--- src/rtl/mem_arb_pkg.sv ---
// mem_arb_pkg: shared types and constants for the memory port arbiter
package mem_arb_pkg;
  typedef enum logic [1:0] {OWN_NONE, OWN_IF, OWN_D} owner_t;
  localparam logic [2:0] FUNC3_WORD = 3'b010;
endpackage

--- src/rtl/mem_port_arbiter_streak_counter.sv ---
// arb_streak_counter: saturating count of consecutive data grants made while fetch waits
//   clk, rst_n : clock, synchronous active-low reset
//   inc, clr   : count up (saturating) / clear; clr wins
//   at_max     : count equals MAX_STREAK
module arb_streak_counter #(
  parameter int MAX_STREAK = 4,
  localparam int W = $clog2(MAX_STREAK + 1)
) (
  input  logic clk,
  input  logic rst_n,
  input  logic inc,
  input  logic clr,
  output logic at_max
);
  logic [W-1:0] cnt_q, cnt_d;
  assign at_max = cnt_q == W'(MAX_STREAK);
  always_comb cnt_d = clr ? '0 : (inc && !at_max) ? cnt_q + 1'b1 : cnt_q;
  always_ff @(posedge clk) cnt_q <= !rst_n ? '0 : cnt_d;
endmodule

--- src/rtl/mem_port_arbiter.sv ---
// mem_port_arbiter: shares one sync-read memory port between fetch and load/store
//   if_req/if_addr -> if_gnt, if_rvalid/if_rdata      : fetch side (word reads)
//   d_req/d_we/d_addr/d_wdata/d_func3 -> d_gnt, d_rvalid/d_rdata : data side (priority)
//   mem_addr/mem_wen/mem_wd/mem_func3, mem_rd         : memory port, 1-cycle read latency
//   clk, rst_n                                        : clock, synchronous active-low reset
module mem_port_arbiter
  import mem_arb_pkg::*;
#(
  parameter int ADDR_W     = 32,
  parameter int DATA_W     = 32,
  parameter int MAX_STREAK = 4
) (
  input  logic              clk,
  input  logic              rst_n,
  input  logic              if_req,
  input  logic [ADDR_W-1:0] if_addr,
  output logic              if_gnt,
  output logic              if_rvalid,
  output logic [DATA_W-1:0] if_rdata,
  input  logic              d_req,
  input  logic              d_we,
  input  logic [ADDR_W-1:0] d_addr,
  input  logic [DATA_W-1:0] d_wdata,
  input  logic [2:0]        d_func3,
  output logic              d_gnt,
  output logic              d_rvalid,
  output logic [DATA_W-1:0] d_rdata,
  output logic [ADDR_W-1:0] mem_addr,
  output logic              mem_wen,
  output logic [DATA_W-1:0] mem_wd,
  output logic [2:0]        mem_func3,
  input  logic [DATA_W-1:0] mem_rd
);
  owner_t rd_owner_q, rd_owner_d;
  logic   at_max;
  arb_streak_counter #(.MAX_STREAK(MAX_STREAK)) u_streak (
    .clk    (clk),
    .rst_n  (rst_n),
    .inc    (d_gnt && if_req),
    .clr    (!if_req || if_gnt),
    .at_max (at_max)
  );
  // Grants and returned data are masked while reset is held so an in-flight read never surfaces.
  always_comb begin
    d_gnt      = rst_n && d_req && !(if_req && at_max);
    if_gnt     = rst_n && if_req && !d_gnt;
    mem_addr   = d_gnt ? d_addr : if_gnt ? if_addr : '0;
    mem_func3  = d_gnt ? d_func3 : FUNC3_WORD;
    mem_wen    = d_gnt && d_we;
    mem_wd     = mem_wen ? d_wdata : '0;
    rd_owner_d = if_gnt ? OWN_IF : (d_gnt && !d_we) ? OWN_D : OWN_NONE;
    if_rvalid  = rst_n && rd_owner_q == OWN_IF;
    d_rvalid   = rst_n && rd_owner_q == OWN_D;
    if_rdata   = if_rvalid ? mem_rd : '0;
    d_rdata    = d_rvalid ? mem_rd : '0;
  end
  always_ff @(posedge clk) rd_owner_q <= !rst_n ? OWN_NONE : rd_owner_d;
endmodule

--- config.mk ---
export PLATFORM = sky130hd
export DESIGN_NAME = mem_port_arbiter
export DESIGN_NICKNAME = d
export VERILOG_FILES = /design/src/rtl/mem_arb_pkg.sv /design/src/rtl/mem_port_arbiter_streak_counter.sv /design/src/rtl/mem_port_arbiter.sv
export SDC_FILE = /design/constraint.sdc
export NUM_CORES = 1
export LEC_CHECK = 0
export ABC_AREA = 1
export CAP_MARGIN = 10
export CORE_AREA = 2 2 106 108
export CTS_BUF_LIST = sky130_fd_sc_hd__clkbuf_16
export DETAILED_ROUTE_END_ITERATION = 12
export DIE_AREA = 0 0 108 110
export PLACE_DENSITY = 0.6
export SYNTH_ARGS = -nofsm -noshare
export SYNTH_HDL_FRONTEND = slang
export SYNTH_HIERARCHICAL = 1
export SYNTH_SLANG_ARGS = --single-unit
--- constraint.sdc ---
create_clock -name clk -period 2.05 [get_ports clk]
set_clock_uncertainty 0.05 [all_clocks]
set_input_delay 0.41 -clock clk [delete_from_list [all_inputs] [get_ports clk]]
set_output_delay 0.41 -clock clk [all_outputs]
set_load 0.05 [all_outputs]
==> summary.md, run 1 <==
| Metric | Value |
|---|---|
| Fmax | `~460 MHz` |
| Power per standard cell area | `approximately 270 mW/mm²` |
| Maximum vdd drop | `~180 µV` |
| DRC viols | `0` |
| Core footprint | `around 0.011 mm²` |
| Slew @ Worst Pin | `between 0.2 and 0.3 ns` |
| Hold Crit Class | `reg2reg` |
| Worst Path Arrival | `about 1.7 ns` |
| DP Area | `roughly 0.0060 mm²` |
| Multi-input logic area | `~0.0015 mm²` |
| CTS clk-pin slew, worst paths | `0.03 ns` |
| Layout area overhead | `334%` |
| Pin count of the biggest net entering global routing | `34` |
| Min Tclk post-route | `approximately 2.2 ns` |
| Worst Slack Setup Final | `-0.128 ns` |
| Share of cells above drive strength 1 | `44.1%` |
| Mapped Cells | `about 330` |
| Synth unique cells | `17` |
| DPL Wire Length | `between 8000 and 9000 µm` |
| Fin. max-slew vios | `0` |
| First-pass GRT wire length | `about 16000 µm` |
| Die Y | `about 110 µm` |
| Fin Setup TNS | `-6.20 ns` |
| Worst relative slew slack | `about four fifths` |
| DR vias/cell | `4.15` |
| Number of routed nets with antenna violations | `0` |
| Most frequent cells in the layout | `144 x buf_12, 132 x clkdlybuf4s50_1, 78 x inv_1, 73 x nor2_1` |
| Register cell area after layout | `103 µm²` |
| Outcome | `finished with violations` |
| Final Power | `about 1.8 mW` |
| Syn_area_per_cell | `around 4.6 µm²` |
| Required time of the critical path | `approximately 1.6 ns` |
| Fillers | `approximately 860` |
| Failing checks | `negative setup slack` |
| Syn Nets | `roughly 470` |
| Seq cells post-synth | `5` |
| Die area | `between 0.01 and 0.015 mm²` |
| IO buf count | `271` |
| Initial DRT Pass Iterations | `4` |
| Worst-Skew Late Latency | `roughly 0.23 ns` |
| Core Util, Final | `a little over three fifths` |
| Post-Synthesis Cell Area | `0.00154 mm²` |
| # IOs | `272` |
| Htree depth | `1` |
| Sink Count | `5` |
| Antenna diode count | `0` |
| Seq/Total Area, Yosys | `around 6.5%` |
| Initial Utilization | `around 14%` |
| Tot GR Track Use | `roughly 17%` |
| Initial DRC count | `between 90 and 100` |
| FP Rows | `38` |
| Leakage power | `~3.1 nW` |
| Top FF cell, synth | `dfxtp_1` |
| Root buffer cell | `clkbuf_16` |
| Final hold violation count | `0` |
| Asr flop ratio synth | `0%` |
| GPL Wtd Cong | `~0.86` |
| Vias after detailed routing | `around 3200` |
| Initial antenna violation count | `0` |
| CP endpoint kind | `output port` |
| Commonest non-fill, non-tap cell in the layout | `buf_12` |
| Syn. warnings | `6` |
| Routed length per instance | `approximately 14 µm` |
| DP Cell Count | `740` |
| Max Cap Viol | `0` |
| Crit path max fanout | `8` |
| Crit share post-route | `106%` |
| Die X | `roughly 110 µm` |
| Final non-filler cell total | `about 760` |
| Critical path class | `reg2out` |
| NumNets Final | `about 760` |
| Post-Route WL | `about 11000 µm` |
| Inserted Clock Buffers | `3` |
| EDFF count, synth | `0` |
| Vias in the first global route | `around 3300` |
| Clk buf depth | `2` |
| RSZ-0062 raised after global routing | `yes` |
| Startpoint types | `flip-flop` |
| Design area | `0.00669 mm²` |
| CTS tree | `built` |
| # setup viols final | `67` |
| GRT overflow | `0` |
==> cell families after synthesis <==
| kind of cell | count (synthesis) | share of synthesized area (%) |
|---|---|---|
| adder cells (fa/ha/maj) | 2 | 1.62 |
| AO/OA/AOI/OAI | 2 | 0.648 |
| flip-flops | 5 | 6.48 |
| buffers and inverters | 102 | 28.3 |
| AND/OR/NAND/NOR | 222 | 63.0 |
==> metrics by stage <==
step	setup slack [ns]	hold slack [ns]
3_3_place_gp	-0.230	0.451
5_1_grt	-0.220	0.519
2_1_floorplan	-0.161	0.427
3_5_place_dp	-0.232	0.462
4_1_cts	-0.184	0.487
6_report	-0.128	0.484
==> final timing paths <==
| path | start | endpoint | slack [ns] | cells past startpoint |
|---|---|---|---|---|
| max reg2reg | u_streak/cnt_q[0] | u_streak/cnt_q[0] | 0.27 | 13 |
| max | u_streak/cnt_q[0] | mem_addr[29] | -0.13 | 13 |
| min | u_streak/cnt_q[2] | u_streak/cnt_q[2] | 0.48 | 2 |
| min reg2reg | u_streak/cnt_q[2] | u_streak/cnt_q[2] | 0.48 | 2 |
==> sequential cells by signal, indices dropped and copies added (netlist names) <==
| name | cells |
|---|---|
| u_streak/cnt_q | 3 |
| rd_owner_q | 2 |
==> cells in the mapped netlist (2+ instances only) <==
cell | n | area, µm²
inv_1 | 81 | 304
inv_2 | 2 | 7.51
buf_2 | 4 | 20.0
nor2_2 | 29 | 181
nor2_1 | 78 | 293
buf_4 | 3 | 22.5
buf_6 | 5 | 56.3
nand3_1 | 35 | 175
a21oi_1 | 2 | 10.0
dfxtp_1 | 5 | 100
nand2_2 | 2 | 12.5
ha_1 | 2 | 25.0
clkbuf_1 | 7 | 26.3
nand2_1 | 75 | 282
==> final cells by class <==
type | instances | share of cell area (%)
Clock buffer | 3 | 1.12
Tap cell | 140 | 2.62
Sequential cell | 5 | 1.53
Multi-Input combinational cell | 226 | 22.7
Timing Repair Buffer | 301 | 67.1
Clock inverter | 1 | 0.0561
Inverter | 83 | 4.84
==> layer usage <==
| layer | track usage, % | up-vias | routed length, µm |
|---|---|---|---|
| met2 | 35.1 | 176 | 6060 |
| met5 | 0 | - | 0 |
| li1 | - | 1513 | - |
| met4 | 6.32 | 0 | 242 |
| met3 | 5.64 | 17 | 1230 |
| met1 | 16.1 | 1447 | 3340 |
==> worst max-delay path, stage by stage, from the launching register on <==
cell	delay, ns
dfxtp_2	0.32
inv_2	0.04
ha_4	0.16
nand2_4	0.06
inv_2	0.04
nand2_2	0.06
inv_2	0.05
nor2_4	0.10
buf_6	0.13
buf_12	0.12
buf_12	0.14
nand2_2	0.06
nand2_2	0.07
buf_12	0.14
==> power breakdown <==
group | switching, mW | total, mW | internal [mW]
Clock | 0.0666 | 0.319 | 0.253
Combinational | 0.665 | 1.36 | 0.692
Sequential | 0.00113 | 0.102 | 0.101
==> what timing repair did <==
item	4_1_cts	5_1_grt
pin swaps	31	4
hold buffers	0	0
cloned	5	0
buffers inserted	13	1
gates resized for setup	93	19
endpoints found under the setup margin	135	70
No activity file was read; power rests on OpenSTA's default activity.
==> run 2, diff against run 1 <==
Settings changed: CORE_AREA 2 2 106 108 to 8 8 100 102, HOLD_SLACK_MARGIN set to 0.15, PLACE_DENSITY 0.6 to 0.73.
==> run 2 against run 1 <==
Compared with the run above:
- combinational power up 5%
- the run still ends with negative setup slack left
- clock power shrank 2%
- final area is 3.0% higher
- sequential share of layout area hardly changed
- global-route usage up 4.6 points
- count of clock-buffer cells in the layout unchanged
- wire length up 34%
- first-iteration DRC count rose by 1.1%
- largest power group unchanged
- sequential power about the same
==> summary.md, run 2 (synthesized netlist as in run 1, its figures left out) <==
| Metric | Value |
|---|---|
| Outcome | `finished with violations` |
| Failing checks | `negative setup slack` |
| Die Y | `110 µm (unchanged)` |
| Hold Crit Class | `reg2reg` |
| Post-Route WL | `14500 µm (+34%)` |
| RSZ-0062 raised after global routing | `yes` |
| Die X | `108 µm (unchanged)` |
| Core footprint | `0.00847 mm² (-21%)` |
| IO buf count | `271 (unchanged)` |
| Tot GR Track Use | `22.0% (+4.6 points)` |
| Fmax | `451 MHz (-1.8%)` |
| # IOs | `272 (unchanged)` |
| DPL Wire Length | `11200 µm (+28%)` |
| CTS clk-pin slew, worst paths | `0.03 ns (about the same)` |
| Core Util, Final | `81.4% (+19 points)` |
| Initial DRC count | `95 (+1.1%)` |
| Number of routed nets with antenna violations | `0 (unchanged)` |
| Worst Path Arrival | `1.76 ns (+0.04 ns)` |
| DP Area | `0.00604 mm² (about the same)` |
| Final hold violation count | `0 (unchanged)` |
| DRC viols | `0 (unchanged)` |
| FP Rows | `34 (-11%)` |
| Crit path max fanout | `8 (unchanged)` |
| Pin count of the biggest net entering global routing | `34 (unchanged)` |
| Inserted Clock Buffers | `3 (unchanged)` |
| NumNets Final | `765 (+0.92%)` |
| Gr busiest metal | `met2` |
| Maximum vdd drop | `176 µV (-4.4%)` |
| Leakage power | `3.25 nW (+4.6%)` |
| Initial antenna violation count | `0 (unchanged)` |
| GRT overflow | `0 (unchanged)` |
| Min Tclk post-route | `2.22 ns (+0.0404 ns)` |
| Commonest non-fill, non-tap cell in the layout | `buf_12` |
| Crit share post-route | `108% (+2.0 points)` |
| Htree depth | `1 (unchanged)` |
| Max reg flops | `3 (unchanged)` |
| Layout area overhead | `346%` |
| First-pass GRT wire length | `20000 µm (+23%)` |
| Startpoint types | `flip-flop` |
| Worst-Skew Late Latency | `0.23 ns (about the same)` |
| Worst relative slew slack | `77.6% (-2.6 points)` |
| DR vias/cell | `4.43 (+6.8%)` |
| Routed length per instance | `19.8 µm (+38%)` |
| # setup viols final | `69 (+3.0%)` |
| Root buffer cell | `clkbuf_16` |
| Slew @ Worst Pin | `0.334 ns (+0.0383 ns)` |
| GPL Wtd Cong | `0.779 (-9.3%)` |
| Sink Count | `5 (unchanged)` |
| Die area | `0.0119 mm² (unchanged)` |
| Initial DRT Pass Iterations | `4 (unchanged)` |
| Power per standard cell area | `268 mW/mm² (+0.75%)` |
| Worst Slack Setup Final | `-0.169 ns (-0.0404 ns)` |
| GR Util met3 | `8.43% (+2.8 points)` |
| Most frequent cells in the layout | `146 x buf_12, 132 x clkdlybuf4s50_1, 78 x inv_1, 73 x nor2_1, 56 x nand2_4` |
| Critical path class | `reg2out` |
| Vias in the first global route | `3660 (+10%)` |
| Clk buf depth | `2 (unchanged)` |
| Most flop-heavy register | `u_streak/cnt_q` |
| Regs by FF count | `u_streak/cnt_q (3), rd_owner_q (2)` |
| Met1 Use GR | `18.9% (+2.7 points)` |
| Max Cap Viol | `0 (unchanged)` |
| Share of cells above drive strength 1 | `46.2% (+2.1 points)` |
| CP endpoint kind | `output port` |
| Vias after detailed routing | `3255 (+3.2%)` |
| Required time of the critical path | `1.59 ns (about the same)` |
| Design area | `0.00689 mm² (+3.0%)` |
| CTS tree | `built` |
| Fin. max-slew vios | `0 (unchanged)` |
| CTS Hold Bufs | `0 (unchanged)` |
| Met2 Use GR | `43.9% (+8.8 points)` |
| Antenna diode count | `0 (unchanged)` |
| Initial Utilization | `18.2% (+3.8 points)` |
-- run 2: cell count changes in the layout (fill, tap and decap cells not counted), sizes merged --
cell    delta
buf        +5
clkbuf     +2
-- run 2: through the flow --
step | instances | total power, mW | hold slack [ns] | worst slack [ns] | setup TNS, ns
global placement | 713 | 1.35 | 0.445 | -0.212 | -14.52
floorplan | 333 | 0.623 | 0.427 | -0.161 | -0.483
global route | 734 | 1.91 | 0.553 | -0.235 | -12.30
CTS | 732 | 1.81 | 0.465 | -0.169 | -8.93
detailed placement | 713 | 1.37 | 0.461 | -0.228 | -18.43
finish | 734 | 1.84 | 0.485 | -0.169 | -7.68
-- run 2: critical path, stage by stage, from the launching register on --
cell and delay [ns]:
dfxtp_2 0.33, inv_2 0.05, ha_4 0.16, nand2_4 0.07, inv_4 0.04, nand2_4 0.07, inv_4 0.04, nor2_4 0.10
buf_6 0.14, buf_12 0.12, buf_16 0.15, nand2_4 0.06, nand2_4 0.08, buf_12 0.13
-- run 2: cell type report --
cell class                 count  area, µm²
tap                          108        135
sequential                     5        103
clock inverter                 1       3.75
fill                         484       1570
multi-input combinational    226       1660
inverter                      83        322
clock buffer                   3       75.1
timing repair buffer         308       4600
-- run 2: metal layers --
metal	vias up	routed length, µm
met5	-	0
met4	0	450
met3	30	1520
met2	201	8030
met1	1497	4530
li1	1527	-
-- run 2: final timing paths --
path / from / depth (start not counted) / endpoint / slack (ns)
setup reg to reg: u_streak/cnt_q[1] / 13 / u_streak/cnt_q[2] / 0.33
setup / recovery: u_streak/cnt_q[1] / 13 / mem_addr[22] / -0.17
hold reg to reg: u_streak/cnt_q[2] / 2 / u_streak/cnt_q[2] / 0.48
hold / removal: u_streak/cnt_q[2] / 2 / u_streak/cnt_q[2] / 0.48
-- run 2: timing repair --
action                                  CTS  global route
cloned                                    5             3
resized for setup                       108            44
hold endpoints to repair                  0             0
pin swaps                                38             6
setup buffers                            10             2
endpoints found under the setup margin  134            70
-- run 2: power by group --
group | switching, mW | leakage (nW) | internal (mW)
Clock | 0.0612 | 0.0423 | 0.252
Sequential | 0.00133 | 0.0417 | 0.101
Combinational | 0.710 | 3.17 | 0.719
Total | 0.772 | 3.25 | 1.07
==> run 3, diff against run 2 <==
Settings changed: SLEW_MARGIN set to 15.
==> results of run 3 <==
No change in the layout: final DEF, timing and power equal those of run 2.
